==> config.mk <==
export PLATFORM = sky130hd
export DESIGN_NAME = player_controller_flat
export DESIGN_NICKNAME = d
export VERILOG_FILES = /design/src/rtl/player_controller_if.sv /design/src/rtl/player_controller.sv /design/src/flat_wrapper.sv
export SDC_FILE = /design/constraint.sdc
export NUM_CORES = 1
export LEC_CHECK = 0
export BUFFER_PORTS_ARGS = -buffer_cell sky130_fd_sc_hd__buf_2
export CAP_MARGIN = 0
export CORE_ASPECT_RATIO = 1.75
export CORE_MARGIN = 2
export CORE_UTILIZATION = 49
export CTS_CLUSTER_DIAMETER = 60
export DETAILED_ROUTE_END_ITERATION = 10
export PLACE_DENSITY = 0.79
export SYNTH_ARGS = -nofsm -noshare
export SYNTH_HDL_FRONTEND = slang
export SYNTH_SLANG_ARGS = --single-unit
export TNS_END_PERCENT = 10
==> constraint.sdc <==
create_clock -name clk -period 4.1 [get_ports clk]
set_input_delay 0.82 -clock clk [delete_from_list [all_inputs] [get_ports clk]]
set_output_delay 0.82 -clock clk [all_outputs]
set_load 0.05 [all_outputs]
==> src/rtl/player_controller_if.sv <==
// Drawer handshake: controller publishes pixel position and a redraw request.
// The drawer answers with a single-cycle acknowledge when drawing completes.
interface player_controller_if;
  logic [8:0] x;
  logic [8:0] y;
  logic       redraw_req;
  logic       redraw_ack;

  modport master (output x, output y, output redraw_req, input redraw_ack);
  modport slave  (input x, input y, input redraw_req, output redraw_ack);
endinterface

==> src/rtl/player_controller.sv <==
// Maze player controller: debounced buttons move a cell cursor through a 10x15 wall grid.
// Event -> new position/redraw_req in 2 cycles; holds redraw_req until the drawer acks.
module player_controller #(
  parameter int DEBOUNCE_CYCLES = 250000,
  parameter int CELL_SIZE       = 16,
  parameter int X_ORIGIN        = 0,
  parameter int Y_ORIGIN        = 0,
  parameter int START_COL       = 0,
  parameter int START_ROW       = 0,
  parameter int GOAL_COL        = 9,
  parameter int GOAL_ROW        = 14
) (
  input  logic                 clk,
  input  logic                 rst,
  input  logic                 btn_up,
  input  logic                 btn_down,
  input  logic                 btn_left,
  input  logic                 btn_right,
  input  logic [159:0]         h_walls,
  input  logic [164:0]         v_walls,
  output logic [3:0]           col,
  output logic [3:0]           row,
  output logic                 blocked,
  output logic                 won,
  player_controller_if.master  drw
);

  localparam int CW = $clog2(DEBOUNCE_CYCLES) + 1;
  localparam logic [CW-1:0] CNT_MAX = CW'(DEBOUNCE_CYCLES - 1);
  localparam logic [8:0] X_START = 9'(X_ORIGIN + START_COL * CELL_SIZE);
  localparam logic [8:0] Y_START = 9'(Y_ORIGIN + START_ROW * CELL_SIZE);

  typedef enum logic [1:0] {S_IDLE, S_CHECK, S_REDRAW, S_WON} state_t;
  typedef enum logic [1:0] {D_UP, D_DOWN, D_LEFT, D_RIGHT} dir_t;

  // Bit order everywhere: 0=up, 1=down, 2=left, 3=right
  logic [3:0]    w_btn;
  logic [3:0]    r_sync1, r_sync2, r_prev, r_deb, r_armed, r_evt;
  logic [CW-1:0] r_cnt [4];

  assign w_btn = {btn_right, btn_left, btn_down, btn_up};

  // A button is armed only once a stable release has been accepted, so a
  // button held through reset cannot generate an event.
  always_ff @(posedge clk or negedge rst) begin
    if (!rst) begin
      r_sync1 <= '0;
      r_sync2 <= '0;
      r_prev  <= '0;
      r_deb   <= '0;
      r_armed <= '0;
      r_evt   <= '0;
      for (int i = 0; i < 4; i++) r_cnt[i] <= '0;
    end else begin
      r_sync1 <= w_btn;
      r_sync2 <= r_sync1;
      r_prev  <= r_sync2;
      for (int i = 0; i < 4; i++) begin
        r_evt[i] <= 1'b0;
        if (r_sync2[i] != r_prev[i]) begin
          r_cnt[i] <= '0;
        end else if (r_cnt[i] != CNT_MAX) begin
          r_cnt[i] <= r_cnt[i] + 1'b1;
        end else begin
          r_deb[i] <= r_prev[i];
          if (!r_prev[i]) r_armed[i] <= 1'b1;
          if (r_prev[i] && !r_deb[i] && r_armed[i]) r_evt[i] <= 1'b1;
        end
      end
    end
  end

  state_t     r_state;
  dir_t       r_dir;
  logic [3:0] r_col, r_row;
  logic [8:0] r_x, r_y;
  logic       r_req, r_blocked, r_won;

  logic       w_any;
  dir_t       w_dir;
  logic [7:0] w_up_idx, w_dn_idx, w_lt_idx, w_rt_idx;
  logic       w_blk;
  logic [3:0] w_new_col, w_new_row;
  logic [8:0] w_new_x, w_new_y;
  logic       w_at_goal;

  always_comb begin
    w_any = |r_evt;
    w_dir = D_RIGHT;
    if (r_evt[0])      w_dir = D_UP;
    else if (r_evt[1]) w_dir = D_DOWN;
    else if (r_evt[2]) w_dir = D_LEFT;
  end

  assign w_up_idx = 8'(r_row) * 8'd10 + 8'(r_col);
  assign w_dn_idx = (8'(r_row) + 8'd1) * 8'd10 + 8'(r_col);
  assign w_lt_idx = 8'(r_row) * 8'd11 + 8'(r_col);
  assign w_rt_idx = w_lt_idx + 8'd1;

  // Grid edges refuse the move independently of the wall bits.
  always_comb begin
    w_blk     = 1'b0;
    w_new_col = r_col;
    w_new_row = r_row;
    case (r_dir)
      D_UP:    if (r_row == 4'd0  || h_walls[w_up_idx]) w_blk = 1'b1; else w_new_row = r_row - 4'd1;
      D_DOWN:  if (r_row == 4'd14 || h_walls[w_dn_idx]) w_blk = 1'b1; else w_new_row = r_row + 4'd1;
      D_LEFT:  if (r_col == 4'd0  || v_walls[w_lt_idx]) w_blk = 1'b1; else w_new_col = r_col - 4'd1;
      default: if (r_col == 4'd9  || v_walls[w_rt_idx]) w_blk = 1'b1; else w_new_col = r_col + 4'd1;
    endcase
  end

  assign w_new_x   = 9'(X_ORIGIN + int'(w_new_col) * CELL_SIZE);
  assign w_new_y   = 9'(Y_ORIGIN + int'(w_new_row) * CELL_SIZE);
  assign w_at_goal = (r_col == 4'(GOAL_COL)) && (r_row == 4'(GOAL_ROW));

  always_ff @(posedge clk or negedge rst) begin
    if (!rst) begin
      r_state   <= S_IDLE;
      r_dir     <= D_UP;
      r_col     <= 4'(START_COL);
      r_row     <= 4'(START_ROW);
      r_x       <= X_START;
      r_y       <= Y_START;
      r_req     <= 1'b0;
      r_blocked <= 1'b0;
      r_won     <= 1'b0;
    end else begin
      r_blocked <= 1'b0;
      case (r_state)
        S_IDLE: begin
          if (w_any) begin
            r_dir   <= w_dir;
            r_state <= S_CHECK;
          end
        end
        S_CHECK: begin
          if (w_blk) begin
            r_blocked <= 1'b1;
            r_state   <= S_IDLE;
          end else begin
            r_col   <= w_new_col;
            r_row   <= w_new_row;
            r_x     <= w_new_x;
            r_y     <= w_new_y;
            r_req   <= 1'b1;
            r_state <= S_REDRAW;
          end
        end
        S_REDRAW: begin
          if (drw.redraw_ack) begin
            r_req <= 1'b0;
            if (w_at_goal) begin
              r_won   <= 1'b1;
              r_state <= S_WON;
            end else begin
              r_state <= S_IDLE;
            end
          end
        end
        S_WON:   r_won   <= 1'b1;
        default: r_state <= S_IDLE;
      endcase
    end
  end

  assign col            = r_col;
  assign row            = r_row;
  assign blocked        = r_blocked;
  assign won            = r_won;
  assign drw.x          = r_x;
  assign drw.y          = r_y;
  assign drw.redraw_req = r_req;

endmodule

==> src/flat_wrapper.sv <==
// flat-port wrapper written by rule: the top's interface ports become plain ports
module player_controller_flat 
#(
  parameter int DEBOUNCE_CYCLES = 250000,
  parameter int CELL_SIZE       = 16,
  parameter int X_ORIGIN        = 0,
  parameter int Y_ORIGIN        = 0,
  parameter int START_COL       = 0,
  parameter int START_ROW       = 0,
  parameter int GOAL_COL        = 9,
  parameter int GOAL_ROW        = 14
)
  (clk, rst, btn_up, btn_down, btn_left, btn_right, h_walls, v_walls, col, row, blocked, won, drw_x, drw_y, drw_redraw_req, drw_redraw_ack);
  player_controller_if drw_i ();
  input  logic clk;
  input  logic rst;
  input  logic btn_up;
  input  logic btn_down;
  input  logic btn_left;
  input  logic btn_right;
  input  logic [159:0] h_walls;
  input  logic [164:0] v_walls;
  output logic [3:0] col;
  output logic [3:0] row;
  output logic blocked;
  output logic won;
  output wire logic [$bits(drw_i.x)-1:0] drw_x;
  output wire logic [$bits(drw_i.y)-1:0] drw_y;
  output wire logic [$bits(drw_i.redraw_req)-1:0] drw_redraw_req;
  input wire logic [$bits(drw_i.redraw_ack)-1:0] drw_redraw_ack;
  assign drw_x = drw_i.x;
  assign drw_y = drw_i.y;
  assign drw_redraw_req = drw_i.redraw_req;
  assign drw_i.redraw_ack = drw_redraw_ack;
  player_controller #(.DEBOUNCE_CYCLES(DEBOUNCE_CYCLES), .CELL_SIZE(CELL_SIZE), .X_ORIGIN(X_ORIGIN), .Y_ORIGIN(Y_ORIGIN), .START_COL(START_COL), .START_ROW(START_ROW), .GOAL_COL(GOAL_COL), .GOAL_ROW(GOAL_ROW)) u_core (.clk(clk), .rst(rst), .btn_up(btn_up), .btn_down(btn_down), .btn_left(btn_left), .btn_right(btn_right), .h_walls(h_walls), .v_walls(v_walls), .col(col), .row(row), .blocked(blocked), .won(won), .drw(drw_i));
endmodule
==> qor.yml, run 1 <==
sta:
  setup_ws_ps: -40.9
  period_needed_ps: 4140
  worst_pin_slew_ps: 1020
  rsz0062_at_grt: "yes"
  skew_ps: 7.82
  maxSlewViolCount: 0
  hold_ws_ps: 345
  finalCritPeriodShare: 1.01
  finalHoldViolations: 0
  fmax_ghz: 0.241
  slew_headroom: 0.317
  setup_violations: 2
cts:
  htree_num_levels: 4
  clock_path_buffers: 2
  cts_root_buf: "clkbuf_16"
  ctsHoldBuffers: 0
  cts.clk_slew.worst_paths_ps: 50
  clk_latency_ps: 410
  clock-sinks: 115
  numCtsBuffers: 17
  cts_tree: "done"
floorplanning:
  dieArea_um2: 26600
  initial_utilization: 0.494
  die_w_um: 124
  die_y_um: 214
  core_area_um2: 25000
  ios: 361
  rows: 77
power:
  p_per_area_nw_per_um2: 191
  p_leak_nw: 6.85
  power_mw: 3.05
  max-vdd-ir-drop_mv: 0.257
global_routing:
  globalRouteTotalUtil: 0.290
  grt_max_degree: 88
  antenna_found_initial: 0
  grt_pass1_wl_um: 60300
  grt-ovfl-total: 0
  grt_pass1_vias: 12275
critical_path:
  cp_top_family: "adder cells"
  cpMostUsedCell: "ha_1"
  start_kind: "register"
  worst-path-buf-inv: 2
  required_ps: 4390
  crit_chain: "buf_4, ha_1, ha_1, fa_1, ha_4, inv_1, a21oi_1, or4b_2, o311a_4, xnor2_2, nand4_1, and4_4, o21ai_4, nor2_2, xor2_1"
  slowest_stage: "or4b_2"
  endpoint_kind: "register"
  crit_arrival_ps: 4430
  critical_path_class: "reg -> reg"
  max_stage_delay_ps: 640
  cp_max_fo: 6
status:
  violations: "setup timing"
  status: "complete, but fails checks"
synth:
  synth_area_leaders: "mux4_2 (30%), dfrtp_1 (23%), ha_1 (5.0%)"
  syn_area_um2: 12400
  synth_edf_count: 0
  synthCells: 1134
  synth-seq-area-share: 0.232
  ys.flop_type: "dfrtp_1"
  synthTopCellsByCount: "mux4_2 (164), dfrtp_1 (115), nor2_1 (103), nand2_1 (82), xor2_1 (54)"
  avgSynthCellArea_um2: 10.9
  yosys.cell_types.count: 72
  async_flop_share: 1.00
  synth.largest_area_cell: "mux4_2"
  synth.most_common_cell: "mux4_2"
  yosysWarnings: 0
  synth_seq_cells: 115
  synth_top_cell_area_share: 0.298
routing:
  dr_wl_met3_um: 2780
  m1WireLength_um: 12700
  firstDrtPassIters: 5
  wl_um: 38500
  drt_iter0_drc: 748
  antenna_left: 0
  routed.top_layer: "met4"
  via_per_inst: 6.28
  num_vias: 11645
  wl_per_cell_um: 20.8
  met2_wirelength_um: 20400
  drc: 0
worst_hold_path:
  hp-class: "reg -> reg"
run:
  drv_cap: 0
final_layout:
  nets: 1915
  diodes: 0
  area_delta_synth_final_pct: 29.1
  num-fill-cells: 1927
  layout-drive-gt1-share: 0.476
placement:
  portBuffers: 350
  gp_congestion: 0.979
  hpwl_um: 30500
-- report_power, final --
| part | internal, mW | total [mW] | switching, mW |
|---|---|---|---|
| Combinational | 0.277 | 0.534 | 0.257 |
| Clock | 0.857 | 1.33 | 0.476 |
| Sequential | 1.16 | 1.19 | 0.0239 |
-- sequential cells by signal, summed over array words and instances, names as in the netlist --
signal,cells
u_core.r_dir,2
u_core.r_sync1,4
u_core.col,4
u_core.r_cnt,76
u_core.r_armed,4
u_core.r_prev,4
u_core.row,4
u_core.r_sync2,4
u_core.r_deb,4
u_core.won,1
u_core.blocked,1
u_core.r_state,2
u_core.drw.redraw_req,1
u_core.r_evt,4
-- cell usage in the layout, fill, tap and decap left out, drive strengths merged, types with 33 or more instances in the layout --
master and n:
buf 445, mux4 164, dfrtp 115, nor2 103
nand2 82, xor2 56, nand3 54, mux2i 52
ha 49, a21oi 34, inv 33
-- final cells by class --
cell class / count / area [µm²] / area share
Clock buffer: 26 / 479 / 0.0300
Inverter: 33 / 124 / 0.00775
Clock inverter: 5 / 52.6 / 0.00329
Sequential cell: 115 / 2900 / 0.181
Multi-Input combinational cell: 911 / 9370 / 0.586
Timing Repair Buffer: 447 / 2670 / 0.167
Tap cell: 316 / 395 / 0.0247
-- worst paths after layout --
path	startpoint	to	slack (ps)	cells past startpoint
min	u_core.r_sync1[0]	u_core.r_sync2[0]	340	0
min reg2reg	u_core.r_sync1[0]	u_core.r_sync2[0]	340	0
max	u_core.row[1]	u_core.col[3]	-40	15
max reg2reg	u_core.row[1]	u_core.col[3]	-40	15
min in group asynchronous	rst	u_core.r_cnt[29]	370	1
max in group asynchronous	rst	u_core.r_cnt[24]	2960	2
-- what timing repair did --
item / in CTS / in global routing
pin swaps: 9 / 21
gates resized for setup: 24 / 25
setup endpoints to repair: 9 / 11
cloned: 1 / 2
setup buffers: 3 / 1
-- per-layer routing --
layer / vias to the layer above / GRT usage
li1: 5164 / -
met1: 5657 / 0.309
met2: 645 / 0.521
met3: 179 / 0.0513
met4: 0 / 0.170
met5: - / 0
-- logic make-up after synthesis --
| kind of cell | after synthesis | synth area share |
|---|---|---|
| adders and majority gates | 58 | 0.0641 |
| AOI/OAI and AO/OA | 136 | 0.0748 |
| buffers and inverters | 117 | 0.0491 |
| muxes | 235 | 0.358 |
| and+or+nand+nor | 384 | 0.157 |
| DFF | 115 | 0.232 |
| other | 1 | 0.000303 |
| xor gates and xnor gates | 88 | 0.0646 |
-- per-stage QoR --
stage	std cells	utilization	setup TNS [ps]	area, µm²	worst slack [ps]
3_5_place_dp	1815	0.602	-743	15100	-179
2_1_floorplan	1143	-	-20.3	12600	-11.0
6_report	1853	0.638	-81.1	16000	-40.9
5_1_grt	1853	0.638	-771	16000	-178
3_3_place_gp	1815	0.602	-465	15100	-165
4_1_cts	1850	0.631	-99.0	15800	-50.2
No activity file was read; power rests on OpenSTA's default activity.
==> run 2: changes to the inputs <==
CORE_UTILIZATION = 50   (was 49)
GPL_TIMING_DRIVEN = 0   (was default)
PLACE_DENSITY = 0.77   (was 0.79)
clock period = 4.55 ns   (was 4.1 ns; I/O delays follow)
==> run 2 against run 1 <==
The run now ends clean. Sequential share of layout area grew 0.30 points. Via count grew 2.7%. Flip-flop and latch count is the same. Register-to-register slack gained 100 ps. Worst setup slack gained 100 ps. Maximum frequency shrank 7.8%. Die area shrank 1.9%. Critical path type unchanged. Critical endpoint is now u_core.row[3].
==> qor.yml, run 2 (synthesis gave the netlist of run 1 again) <==
status:
  status: "finished, final reports clean"
cts:
  ctsHoldBuffers: 0  # unchanged
  clock_path_buffers: 2  # unchanged
  cts.clk_slew.worst_paths_ps: 50  # about the same
  clk_latency_ps: 420  # about the same
  cts_root_buf: "clkbuf_16"
  htree_num_levels: 4  # unchanged
  clock-sinks: 115  # unchanged
  cts_tree: "done"
  numCtsBuffers: 17  # unchanged
global_routing:
  grt_max_degree: 65  # -26%
  use_met2: 0.579  # +0.0584
  grt_pass1_wl_um: 65700  # +9.0%
  use_met3: 0.0896  # +0.0383
  busiest_layer: "met2"
  grt_pass1_vias: 12526  # +2.0%
  grt-ovfl-total: 0  # unchanged
  antenna_found_initial: 5  # +5
  grtUsageMet1: 0.338  # +0.0288
  globalRouteTotalUtil: 0.332  # +0.0413
floorplanning:
  core_area_um2: 24400  # -2.4%
  die_y_um: 212  # -0.98%
  die_w_um: 123  # -0.97%
  dieArea_um2: 26100  # -1.9%
  initial_utilization: 0.507  # +0.0123
  rows: 76  # -1.3%
  ios: 361  # unchanged
final_layout:
  area_delta_synth_final_pct: 26.5
  num-fill-cells: 1942  # +0.78%
  multi_input_area_um2: 9170  # -2.1%
  regArea_um2: 2880  # -0.39%
  layout-drive-gt1-share: 0.452  # -0.0245
  layout_common_cells: "buf_2 (361), mux4_2 (164), dfrtp_1 (110)"
  largest_reg_flops: 76  # unchanged
  nets: 1920  # +0.26%
  final_common_cell: "buf_2"
  top_register: "u_core.r_cnt"
placement:
  place_ws_ps: -796  # -616 ps
  hpwl_um: 33300  # +9.3%
  portBuffers: 350  # unchanged
  gp_congestion: 0.975  # -0.37%
critical_path:
  cp_max_fo: 10  # +4
  crit_arrival_ps: 4820  # +390 ps
  endpoint_kind: "register"
  r2r_slack_ps: 60  # +100 ps
  required_ps: 4880  # +490 ps
  critical_path_class: "reg -> reg"
  start_kind: "register"
sta:
  rsz0062_at_grt: "yes"
  finalCritPeriodShare: 0.987  # -0.0230
  fmax_ghz: 0.223  # -7.8%
  maxSlewViolCount: 0  # unchanged
  skew_ps: 9.18  # +1.37 ps
  period_needed_ps: 4490  # +350 ps
  finalHoldViolations: 0  # unchanged
  slew_headroom: 0.285  # -0.0328
  worst_pin_slew_ps: 1060  # +48.8 ps
  setup_violations: 0  # -2
  setup_tns_ps: 0  # +81.1 ps
  setup_ws_ps: 59.1  # +100 ps
power:
  p_switching_mw: 0.718  # -5.2%
  intPower_mw: 2.26  # -1.6%
  p_per_area_nw_per_um2: 190  # -0.48%
  p_comb_frac: 0.167  # -0.008
  max-vdd-ir-drop_mv: 0.248  # -3.6%
  swShare: 0.241  # -0.00683
  pwr-share-clk: 0.474  # +0.037
  power_frac_seq: 0.359  # -0.030
  p_leak_nw: 6.82  # -0.38%
routing:
  drt_iter0_drc: 905  # +21%
  antenna_left: 0  # unchanged
  num_vias: 11961  # +2.7%
  via_per_inst: 6.44  # +2.4%
  wl_um: 42400  # +10%
  firstDrtPassIters: 6  # +1
  drc: 0  # unchanged
  wl_per_cell_um: 22.8  # +9.9%
worst_hold_path:
  hp-class: "reg -> reg"
run:
  drv_cap: 0  # unchanged
-- run 2: repair_timing --
item                       4_1_cts  5_1_grt
hold endpoints to repair         0        0
pin swaps                        6        4
resized for setup               26       51
setup buffers                   15        3
setup endpoints to repair       11       11
-- run 2: path summary, 6_finish.rpt --
kind / cells past startpoint / end / start
setup / recovery: 12 / u_core.row[3] / u_core.row[0]
hold / removal: 0 / u_core.r_sync2[3] / u_core.r_sync1[3]
setup reg to reg: 12 / u_core.row[3] / u_core.row[0]
hold reg to reg: 0 / u_core.r_sync2[3] / u_core.r_sync1[3]
max in group asynchronous: 2 / u_core.row[0] / rst
min in group asynchronous: 1 / u_core.r_cnt[53] / rst
-- run 2: layer usage --
layer  up-vias  part of all wire
li1       5191                 -
met1      5762              0.32
met2       784              0.51
met3       220             0.092
met4         4             0.077
met5         -           0.00064
-- run 2: per-stage QoR --
stage | instance area [µm²] | power [mW] | hold WS (ps) | util | cells
floorplan | 12400 | 1.31 | 331 | - | 1143
global placement | 14600 | 1.54 | 333 | 0.596 | 1805
detailed placement | 14600 | 1.57 | 335 | 0.597 | 1806
CTS | 15500 | 2.98 | 347 | 0.633 | 1853
global route | 15700 | 3.08 | 354 | 0.641 | 1858
finish | 15700 | 2.98 | 347 | 0.641 | 1858
-- run 2: final cells by class --
class,count,area share
multi-input cells,911,0.585
diodes,3,0.000479
clock inverters,9,0.00966
flip-flops and latches,115,0.184
well taps,312,0.0249
clock buffers,23,0.0305
repair buffers,369,0.123
inverters,33,0.00791
plain buffers,83,0.0342
-- run 2: power groups by stage --
stage / clock [mW] / sequential [mW] / combinational [mW]
final: 1.41 / 1.07 / 0.496
after detailed placement: 0 / 1.09 / 0.480
after global placement: 0 / 1.08 / 0.461
after global routing: 1.48 / 1.07 / 0.532
after CTS: 1.43 / 1.07 / 0.485
after floorplan: 0 / 1.08 / 0.224
-- run 2: critical path, stage by stage (launching register included) --
cell and delay [ps]:
dfrtp_2 460, inv_2 120, ha_2 330, fa_1 510
clkbuf_1 390, buf_1 550, mux4_2 420, mux2_2 280
a2111oi_0 450, o31a_1 340, nand4b_4 180, nor2_1 220
xor2_1 160
